--- config.mk ---
export PLATFORM = sky130hd
export DESIGN_NAME = mario_sprite_renderer
export DESIGN_NICKNAME = d
export VERILOG_FILES = /design/src/rtl/mario_sprite_renderer.sv
export SDC_FILE = /design/constraint.sdc
export NUM_CORES = 1
export LEC_CHECK = 0
export ABC_CLOCK_PERIOD_IN_PS = 8600
export CORE_UTILIZATION = 59
export CTS_BUF_LIST = sky130_fd_sc_hd__clkbuf_4 sky130_fd_sc_hd__clkbuf_8
export CTS_CLUSTER_DIAMETER = 150
export CTS_CLUSTER_SIZE = 10
export DETAILED_ROUTE_END_ITERATION = 8
export PLACE_DENSITY = 0.93
export SLEW_MARGIN = 15
export SYNTH_ARGS = -nofsm -noshare
export SYNTH_HDL_FRONTEND = slang
export SYNTH_SLANG_ARGS = --single-unit
--- constraint.sdc ---
create_clock -name Clk -period 8.6 [get_ports Clk]
set_input_delay 1.29 -clock Clk [delete_from_list [all_inputs] [get_ports Clk]]
set_output_delay 1.29 -clock Clk [all_outputs]
set_load 0.005 [all_outputs]
--- src/rtl/mario_sprite_renderer.sv ---
// Mario sprite renderer: animation-frame FSM plus a 3-clock pixel pipeline feeding the color mapper.
// Define MARIO_MIRROR_EN to build the facing register and left-facing column mirroring.
module mario_sprite_renderer #(
   parameter int unsigned ANIM_DIV   = 6,
   parameter logic [3:0]  TRANSP_IDX = 4'h0
) (
   input  logic        Clk,
   input  logic        Reset,
   input  logic        frame_clk,
   input  logic [9:0]  DrawX,
   input  logic [9:0]  DrawY,
   input  logic [9:0]  MarioX,
   input  logic [9:0]  MarioY,
   output logic [10:0] rom_addr,
   input  logic [3:0]  rom_data,
   output logic        sprite_on,
   output logic [3:0]  sprite_idx
);

   typedef enum logic [2:0] {
      IDLE  = 3'd0,
      WALK1 = 3'd1,
      WALK2 = 3'd2,
      WALK3 = 3'd3,
      JUMP  = 3'd4
   } state_e;

   localparam logic [5:0] CNT_LAST = 6'(ANIM_DIV - 1);

   logic        sync1_q, sync2_q, sync3_q, tick_q;
   state_e      state_q, state_d;
   logic [5:0]  cnt_q, cnt_d;
   logic [9:0]  prevX_q, prevX_d, prevY_q, prevY_d;
   logic        firstSeen_q, firstSeen_d;
   logic [2:0]  frame;
   logic        mirror;

   logic [10:0] romAddr_q, romAddr_d;
   logic        inBox1_q, inBox1_d, inBox2_q;
   logic        spriteOn_q, spriteOn_d;
   logic [3:0]  spriteIdx_q, spriteIdx_d;

   // frame_clk is asynchronous: two-flop synchronizer, then a registered rising-edge detect
   always_ff @(posedge Clk) begin
      if (Reset) begin
         sync1_q <= 1'b0;
         sync2_q <= 1'b0;
         sync3_q <= 1'b0;
         tick_q  <= 1'b0;
      end else begin
         sync1_q <= frame_clk;
         sync2_q <= sync1_q;
         sync3_q <= sync2_q;
         tick_q  <= sync2_q & ~sync3_q;
      end
   end

   always_ff @(posedge Clk) begin
      if (Reset) begin
         state_q     <= IDLE;
         cnt_q       <= 6'd0;
         prevX_q     <= 10'd0;
         prevY_q     <= 10'd0;
         firstSeen_q <= 1'b0;
      end else begin
         state_q     <= state_d;
         cnt_q       <= cnt_d;
         prevX_q     <= prevX_d;
         prevY_q     <= prevY_d;
         firstSeen_q <= firstSeen_d;
      end
   end

   // The first tick after reset has no valid previous position, so it only captures one
   always_comb begin
      state_d     = state_q;
      cnt_d       = cnt_q;
      prevX_d     = prevX_q;
      prevY_d     = prevY_q;
      firstSeen_d = firstSeen_q;
      if (tick_q) begin
         prevX_d     = MarioX;
         prevY_d     = MarioY;
         firstSeen_d = 1'b1;
         if (firstSeen_q) begin
            if (MarioY != prevY_q) begin
               state_d = JUMP;
               cnt_d   = 6'd0;
            end else if (MarioX != prevX_q) begin
               if (state_q == IDLE || state_q == JUMP) begin
                  state_d = WALK1;
                  cnt_d   = 6'd0;
               end else if (cnt_q == CNT_LAST) begin
                  cnt_d = 6'd0;
                  case (state_q)
                     WALK1:   state_d = WALK2;
                     WALK2:   state_d = WALK3;
                     default: state_d = WALK1;
                  endcase
               end else begin
                  cnt_d = cnt_q + 6'd1;
               end
            end else begin
               state_d = IDLE;
               cnt_d   = 6'd0;
            end
         end
      end
   end

   always_comb begin
      frame = state_q;
   end

`ifdef MARIO_MIRROR_EN
   logic facingLeft_q, facingLeft_d;
   logic walkTick;

   assign walkTick = tick_q & firstSeen_q & (MarioY == prevY_q) & (MarioX != prevX_q);

   always_comb begin
      facingLeft_d = facingLeft_q;
      if (walkTick) begin
         facingLeft_d = (MarioX < prevX_q);
      end
   end

   always_ff @(posedge Clk) begin
      if (Reset) begin
         facingLeft_q <= 1'b0;
      end else begin
         facingLeft_q <= facingLeft_d;
      end
   end

   assign mirror = facingLeft_q;
`else
   assign mirror = 1'b0;
`endif

   // Box bounds are compared in 11 bits so a sprite near the right edge does not wrap
   logic [10:0] drawX11, drawY11, marioX11, marioY11;
   logic [3:0]  col, row;

   always_comb begin
      drawX11  = {1'b0, DrawX};
      drawY11  = {1'b0, DrawY};
      marioX11 = {1'b0, MarioX};
      marioY11 = {1'b0, MarioY};
      inBox1_d = (drawX11 >= marioX11) && (drawX11 <= marioX11 + 11'd15) &&
                 (drawY11 >= marioY11) && (drawY11 <= marioY11 + 11'd15);
      col = DrawX[3:0] - MarioX[3:0];
      row = DrawY[3:0] - MarioY[3:0];
      if (mirror) begin
         col = ~col;
      end
      romAddr_d = inBox1_d ? {frame, row, col} : 11'd0;
   end

   always_comb begin
      spriteOn_d  = inBox2_q && (rom_data != TRANSP_IDX);
      spriteIdx_d = spriteOn_d ? rom_data : 4'h0;
   end

   always_ff @(posedge Clk) begin
      if (Reset) begin
         romAddr_q   <= 11'd0;
         inBox1_q    <= 1'b0;
         inBox2_q    <= 1'b0;
         spriteOn_q  <= 1'b0;
         spriteIdx_q <= 4'h0;
      end else begin
         romAddr_q   <= romAddr_d;
         inBox1_q    <= inBox1_d;
         inBox2_q    <= inBox1_q;
         spriteOn_q  <= spriteOn_d;
         spriteIdx_q <= spriteIdx_d;
      end
   end

   assign rom_addr   = romAddr_q;
   assign sprite_on  = spriteOn_q;
   assign sprite_idx = spriteIdx_q;

endmodule

==> flow_metrics.tcl, run 1 <==
set metrics [dict create \
    synthCells 385 \
    io_buffers 62 \
    layout-drive-gt1-share_pct 4.93 \
    ctsResizeCount 0 \
    startpoint "MarioX[1]" \
    hp-class "register to register" \
    initial_core_util_pct 61.7 \
    grt_pass1_wl_um 12900 \
    avgSynthCellArea_um2 8.93 \
    clk_pin_slew_ps 90 \
    die-area_um2 6140 \
    yosysTopAreaCell "dfxtp_1" \
    synth_most_common_cell "dfxtp_1" \
    htree_levels 2 \
    status "finished clean" \
    gp_congestion 0.901 \
    drt_iter0_drc 111 \
    syn_nets 478 \
    io-pin-count 63 \
    top_layer_used "met4" \
    dr_wl_met2_um 3780 \
    met1_length_um 3260 \
    grt_setup_unrepaired "false" \
    cap_violations 0 \
    r2r-start "tick_q$_SDFF_PP0_" \
    synthTopCellsByArea "dfxtp_1 (30%), ha_1 (16%), xnor2_1 (8.2%), mux2i_1 (6.1%), nor2_1 (3.4%)" \
    post_cts_buffers 0 \
    maxSlewHeadroom_pct 60.3 \
    crit_fanout 11 \
    vias_per_cell 5.63 \
    hold_buffers 0 \
    synthArstFlopShare_pct 0 \
    period_share_pct 55.3 \
    ys_warn_count 0 \
    grt_max_degree 35 \
    cp_data_required_time_ps 8850 \
    fill_cells 389 \
    hold_viol_final 0 \
    core_um2 5570 \
    netlist_area_um2 3440 \
    finalWirelength_um 7410 \
    critical_path_class "input pin to register" \
    fin_total_pwr_uw 538 \
    setup_tns_ps 0 \
    fmax_mhz 210 \
    yosys-top-cells-count "dfxtp_1 (52), ha_1 (44), xnor2_1 (32)" \
    core.rowCount 27 \
    cp-end-kind "register" \
    min_from "sync3_q$_SDFF_PP0_" \
    worst_pin_slew_ps 593 \
    fin_util_pct 75.8 \
    p_per_area_nw_per_um2 127 \
    worst_ir_drop_vdd_v 0.000102 \
    drtPass1Iterations 4 \
    numCtsBuffers 5 \
    gr-usage-all-layers_pct 26.4 \
    antenna_cells 0 \
    skew_ps 6.47 \
    fp.dieH_um 78.3 \
    slew_violations 0 \
    met3_length_um 287 \
    synth_ff_type "dfxtp_1" \
    synth_seq_area_share_pct 30.3 \
    cts_tree "built" \
    ant_nets 0 \
    drc 0 \
    cts_sinks 52 \
    antenna_found_initial 0 \
    grt_overflow 0 \
    fin_crit_ps 4760 \
    synth_enable_flop_cells 0 \
    dr_total_vias 2917 \
    syn_to_final_growth_pct 22.9 \
    clockBufferDepth 2 \
    grt_pass1_vias 2907 \
    clock-root-buffer "clkbuf_8" \
    clock_latency_ps 300 \
    dp_hpwl_um 6130 \
    ys_ff_latch 52 \
    nNetsFinal 538 \
    yosysUniqueCellTypes 52 \
    p_leak_nw 1.72 \
    cp-start-kind "input pin" \
    setup_viol 0 \
    cp.arrival_ps 5010 \
    synth_top_area_share_pct 30.3 \
    fp.dieW_um 78.3 \
    routedWlPerCell_um 14.3 \
]
[cells by family after synthesis]
logic type,share of synthesized area (%)
compound gates,10.8
xor+xnor,10.2
flops,30.3
mux,6.11
fa+ha+maj,17.2
simple gates,20.6
buf+inv,4.84
[stage by stage]
stage | std cells | area, um^2 | setup slack [ps] | hold WS [ps]
after floorplan | 385 | 3440 | 4580 | 367
after global placement | 510 | 4110 | 3700 | 372
after detailed placement | 510 | 4110 | 3510 | 376
after CTS | 518 | 4230 | 3830 | 389
after global routing | 518 | 4230 | 3680 | 425
final | 518 | 4230 | 3840 | 388
[where the power goes]
| part | internal (mW) | leakage (nW) | switching, mW |
|---|---|---|---|
| combinational | 0.0642 | 1.25 | 0.0619 |
| clock | 0.0861 | 0.0541 | 0.0793 |
| sequential | 0.245 | 0.420 | 0.00214 |
[cells in the final DEF, fill, tap and decap left out, types with 2 or more instances in the layout]
cell type        netlist  layout
a2111oi_0              2       2
a211o_1                3       3
a21o_1                 6       6
a21oi_1               14      14
a31oi_2                2       2
and2_1                 8       8
and2_4                 4       4
buf_4                  0       2
clkbuf_8               0       5
clkdlybuf4s50_1        0      62
dfxtp_1               52      52
fa_1                   2       2
ha_1                  44      44
inv_1                 30      30
mux2i_1               21      21
nand2_1               27      27
nand2b_1               3       3
nand3_1                8       8
nand4_1                9       9
nor2_1                31      31
nor2b_1               13      13
nor3_1                11      11
nor4_1                 3       3
nor4b_4                2       2
o21a_1                 6       6
o21ai_0                8       8
or3_1                  3       3
xnor2_1               32      32
xor2_1                 8       8
[flip-flops by register name (all words and copies together) (netlist names)]
register,flops
frame,3
rom_addr,11
prevY_q,10
tick_q,1
cnt_q,6
sync1_q,1
firstSeen_q,1
prevX_q,10
inBox2_q,1
sprite_idx,4
sync2_q,1
sync3_q,1
sprite_on,1
inBox1_q,1
[worst paths after layout]
kind | endpoint | slack (ps) | cells past startpoint
min reg2reg | tick_q$_SDFF_PP0_ | 390 | 1
max | rom_addr[10]$_SDFF_PP0_ | 3840 | 13
max reg2reg | frame[1]$_SDFFE_PP0P_ | 6620 | 6
min | tick_q$_SDFF_PP0_ | 390 | 1
[routing by layer]
layer	track usage, %	vias up
met2	46.1	80
met1	32.9	1385
met4	7.96	0
li1	-	1441
met5	0	-
met3	4.88	11
[critical path, stage by stage]
cell and delay, ps:
clkdlybuf4s50_1 510, inv_1 140, ha_1 200, or3b_4 410, and3_4 210, and3_1 180, xnor2_1 120, ha_1 330
a21o_1 170, a211o_1 280, o311ai_1 360, nor4b_4 570, and2_4 240
[layout make-up]
class,count,area [um^2],area share (%)
Clock buffer,5,68.8,1.63
Inverter,31,116,2.75
Clock inverter,3,42.5,1.01
Sequential cell,52,1040,24.6
Tap cell,72,90.1,2.13
Multi-Input combinational cell,291,2230,52.8
Timing Repair Buffer,64,636,15.0
Note: power is estimated with default switching activity, not from simulation.
==> run 2: changes to the inputs <==
--- a/config.mk
+++ b/config.mk
@@ -5,13 +5,13 @@
 export SDC_FILE = /design/constraint.sdc
 export NUM_CORES = 1
 export LEC_CHECK = 0
-export ABC_CLOCK_PERIOD_IN_PS = 8600
-export CORE_UTILIZATION = 59
+export ABC_CLOCK_PERIOD_IN_PS = 4900
+export CORE_UTILIZATION = 55
 export CTS_BUF_LIST = sky130_fd_sc_hd__clkbuf_4 sky130_fd_sc_hd__clkbuf_8
 export CTS_CLUSTER_DIAMETER = 150
 export CTS_CLUSTER_SIZE = 10
 export DETAILED_ROUTE_END_ITERATION = 8
-export PLACE_DENSITY = 0.93
+export PLACE_DENSITY = 0.87
 export SLEW_MARGIN = 15
 export SYNTH_ARGS = -nofsm -noshare
 export SYNTH_HDL_FRONTEND = slang
==> constraint.sdc (replaced) <==
create_clock -name Clk -period 4.9 [get_ports Clk]
set_input_delay 0.735 -clock Clk [delete_from_list [all_inputs] [get_ports Clk]]
set_output_delay 0.735 -clock Clk [all_outputs]
set_load 0.005 [all_outputs]
==> run 2 against run 1 <==
  * Count of clock-buffer cells in the layout stayed put
  * Final area about the same
  * Cell count increased by 0.58%
  * Global-route usage is 1.4 points lower
  * Combinational power rose by 75%
  * Critical path depth did not move
  * Die area grew 7.1%
  * Highest routed layer unchanged
==> flow_metrics.tcl, run 2 (synthesis gave the netlist of run 1 again) <==
set metrics [dict create \
    p_clk_share_pct 31.2 \
    grt_pass1_wl_um 12600 \
    hold_viol_final 0 \
    gr-usage-all-layers_pct 25.0 \
    clock-root-buffer "clkbuf_8" \
    worst_ir_drop_vdd_v 0.000161 \
    layout-drive-gt1-share_pct 4.93 \
    setup.worst_path.end "rom_addr[4]$_SDFF_PP0_" \
    r2r-start "tick_q$_SDFF_PP0_" \
    cts_tree "built" \
    post_cts_buffers 0 \
    place_area_um2 4120 \
    clk_pin_slew_ps 90 \
    ant_nets 0 \
    fill_cells 448 \
    drt_iter0_drc 181 \
    io_buffers 62 \
    antenna_cells 0 \
    combinationalPowerShare_pct 23.3 \
    power_switching_uw 257 \
    setup_viol 0 \
    cp.arrival_ps 4480 \
    worst_pin_slew_ps 644 \
    skew_ps 10.6 \
    antenna_found_initial 0 \
    seqPwrFrac_pct 45.6 \
    largest_reg_flops 11 \
    fin_total_pwr_uw 950 \
    clockBufferDepth 2 \
    p_sw_share_pct 27.0 \
    htree_levels 2 \
    ctsResizeCount 0 \
    routedWlPerCell_um 14.6 \
    clock_latency_ps 310 \
    grt_overflow 0 \
    io-pin-count 63 \
    die-area_um2 6570 \
    p_per_area_nw_per_um2 225 \
    finalWirelength_um 7620 \
    r2r_end "frame[1]$_SDFFE_PP0P_" \
    layout_commonest_cell "clkdlybuf4s50_1" \
    hold_buffers 0 \
    grt_pass1_vias 2794 \
    fin_crit_ps 4220 \
    cp_data_required_time_ps 5150 \
    ff2ff_path_depth 6 \
    setup_tns_ps 0 \
    cp-start-kind "input pin" \
    cts_sinks 52 \
    place_ws_ps 370 \
    drtPass1Iterations 4 \
    hp-class "register to register" \
    gp_congestion 0.900 \
    cp-end-kind "register" \
    status "finished clean" \
    period_share_pct 86.2 \
    syn_to_final_growth_pct 23.0 \
    final_cell_mix "clkdlybuf4s50_1 (62), dfxtp_1 (52), ha_1 (44)" \
    numCtsBuffers 5 \
    startpoint "MarioX[1]" \
    core_um2 5990 \
    core.rowCount 28 \
    critical_path_class "input pin to register" \
    drc 0 \
    crit_fanout 11 \
    slew_violations 0 \
    nNetsFinal 538 \
    grt_setup_unrepaired "false" \
    p_leak_nw 1.72 \
    cap_violations 0 \
    fmax_mhz 237 \
    fin_util_pct 70.6 \
    fp.dieH_um 81.1 \
    dp_hpwl_um 5980 \
    setup_slack_ps 678 \
    grt_max_degree 35 \
    intPower_uw 693 \
    vias_per_cell 5.55 \
    dr_total_vias 2889 \
    fp.dieW_um 81.1 \
    rrSetupSlack_ps 2820 \
    design_area_um2 4230 \
    maxSlewHeadroom_pct 56.9 \
    initial_core_util_pct 57.4 \
]
-- run 2: cell counts in the layout (fill, tap and decap cells not counted) --
Identical to the previous run, type by type.
-- run 2: final cells by class --
type | instances | area (um^2) | share of cell area (%)
well taps | 75 | 93.8 | 2.22
clock inverters | 3 | 42.5 | 1.01
clock buffers | 5 | 68.8 | 1.63
multi-input cells | 291 | 2230 | 52.8
flip-flops and latches | 52 | 1040 | 24.6
inverters | 31 | 116 | 2.75
repair buffers | 64 | 636 | 15.0
-- run 2: power groups by stage --
| stage | clock network [mW] | registers (mW) | logic (mW) |
|---|---|---|---|
| after floorplan | 0 | 0.442 | 0.133 |
| after global placement | 0 | 0.443 | 0.210 |
| after detailed placement | 0 | 0.443 | 0.218 |
| after CTS | 0.298 | 0.433 | 0.221 |
| after global routing | 0.314 | 0.434 | 0.244 |
| final | 0.296 | 0.433 | 0.221 |
-- run 2: worst min-delay path by stage --
stage                     slack (ps)                end  depth (start not counted)               start
after floorplan                  370  tick_q$_SDFF_PP0_                          1  sync3_q$_SDFF_PP0_
after global placement           370  tick_q$_SDFF_PP0_                          1  sync3_q$_SDFF_PP0_
after detailed placement         380  tick_q$_SDFF_PP0_                          1  sync3_q$_SDFF_PP0_
after CTS                        390  tick_q$_SDFF_PP0_                          1  sync3_q$_SDFF_PP0_
after global routing             430  tick_q$_SDFF_PP0_                          1  sync3_q$_SDFF_PP0_
final                            390  tick_q$_SDFF_PP0_                          1  sync3_q$_SDFF_PP0_
-- run 2: per-stage QoR --
stage | std cells | hold slack (ps)
finish | 521 | 391
global route | 521 | 431
CTS | 521 | 392
detailed placement | 513 | 379
global placement | 513 | 372
floorplan | 385 | 367
-- run 2: layer usage --
metal / wire, um / up-vias / global-route usage [%]
li1: - / 1442 / -
met1: 3450 / 1367 / 30.4
met2: 3800 / 70 / 44.9
met3: 255 / 10 / 3.15
met4: 114 / 0 / 8.93
met5: 0 / - / 0
-- run 2: worst max-delay path: stages --
cell             delay [ps]
clkdlybuf4s50_1         520
inv_1                   130
ha_1                    190
or3b_4                  400
and3_4                  200
and3_1                  190
xnor2_1                 130
ha_1                    320
a21o_1                  170
a211o_1                 290
o311ai_1                350
nor4b_4                 610
and2_4                  240
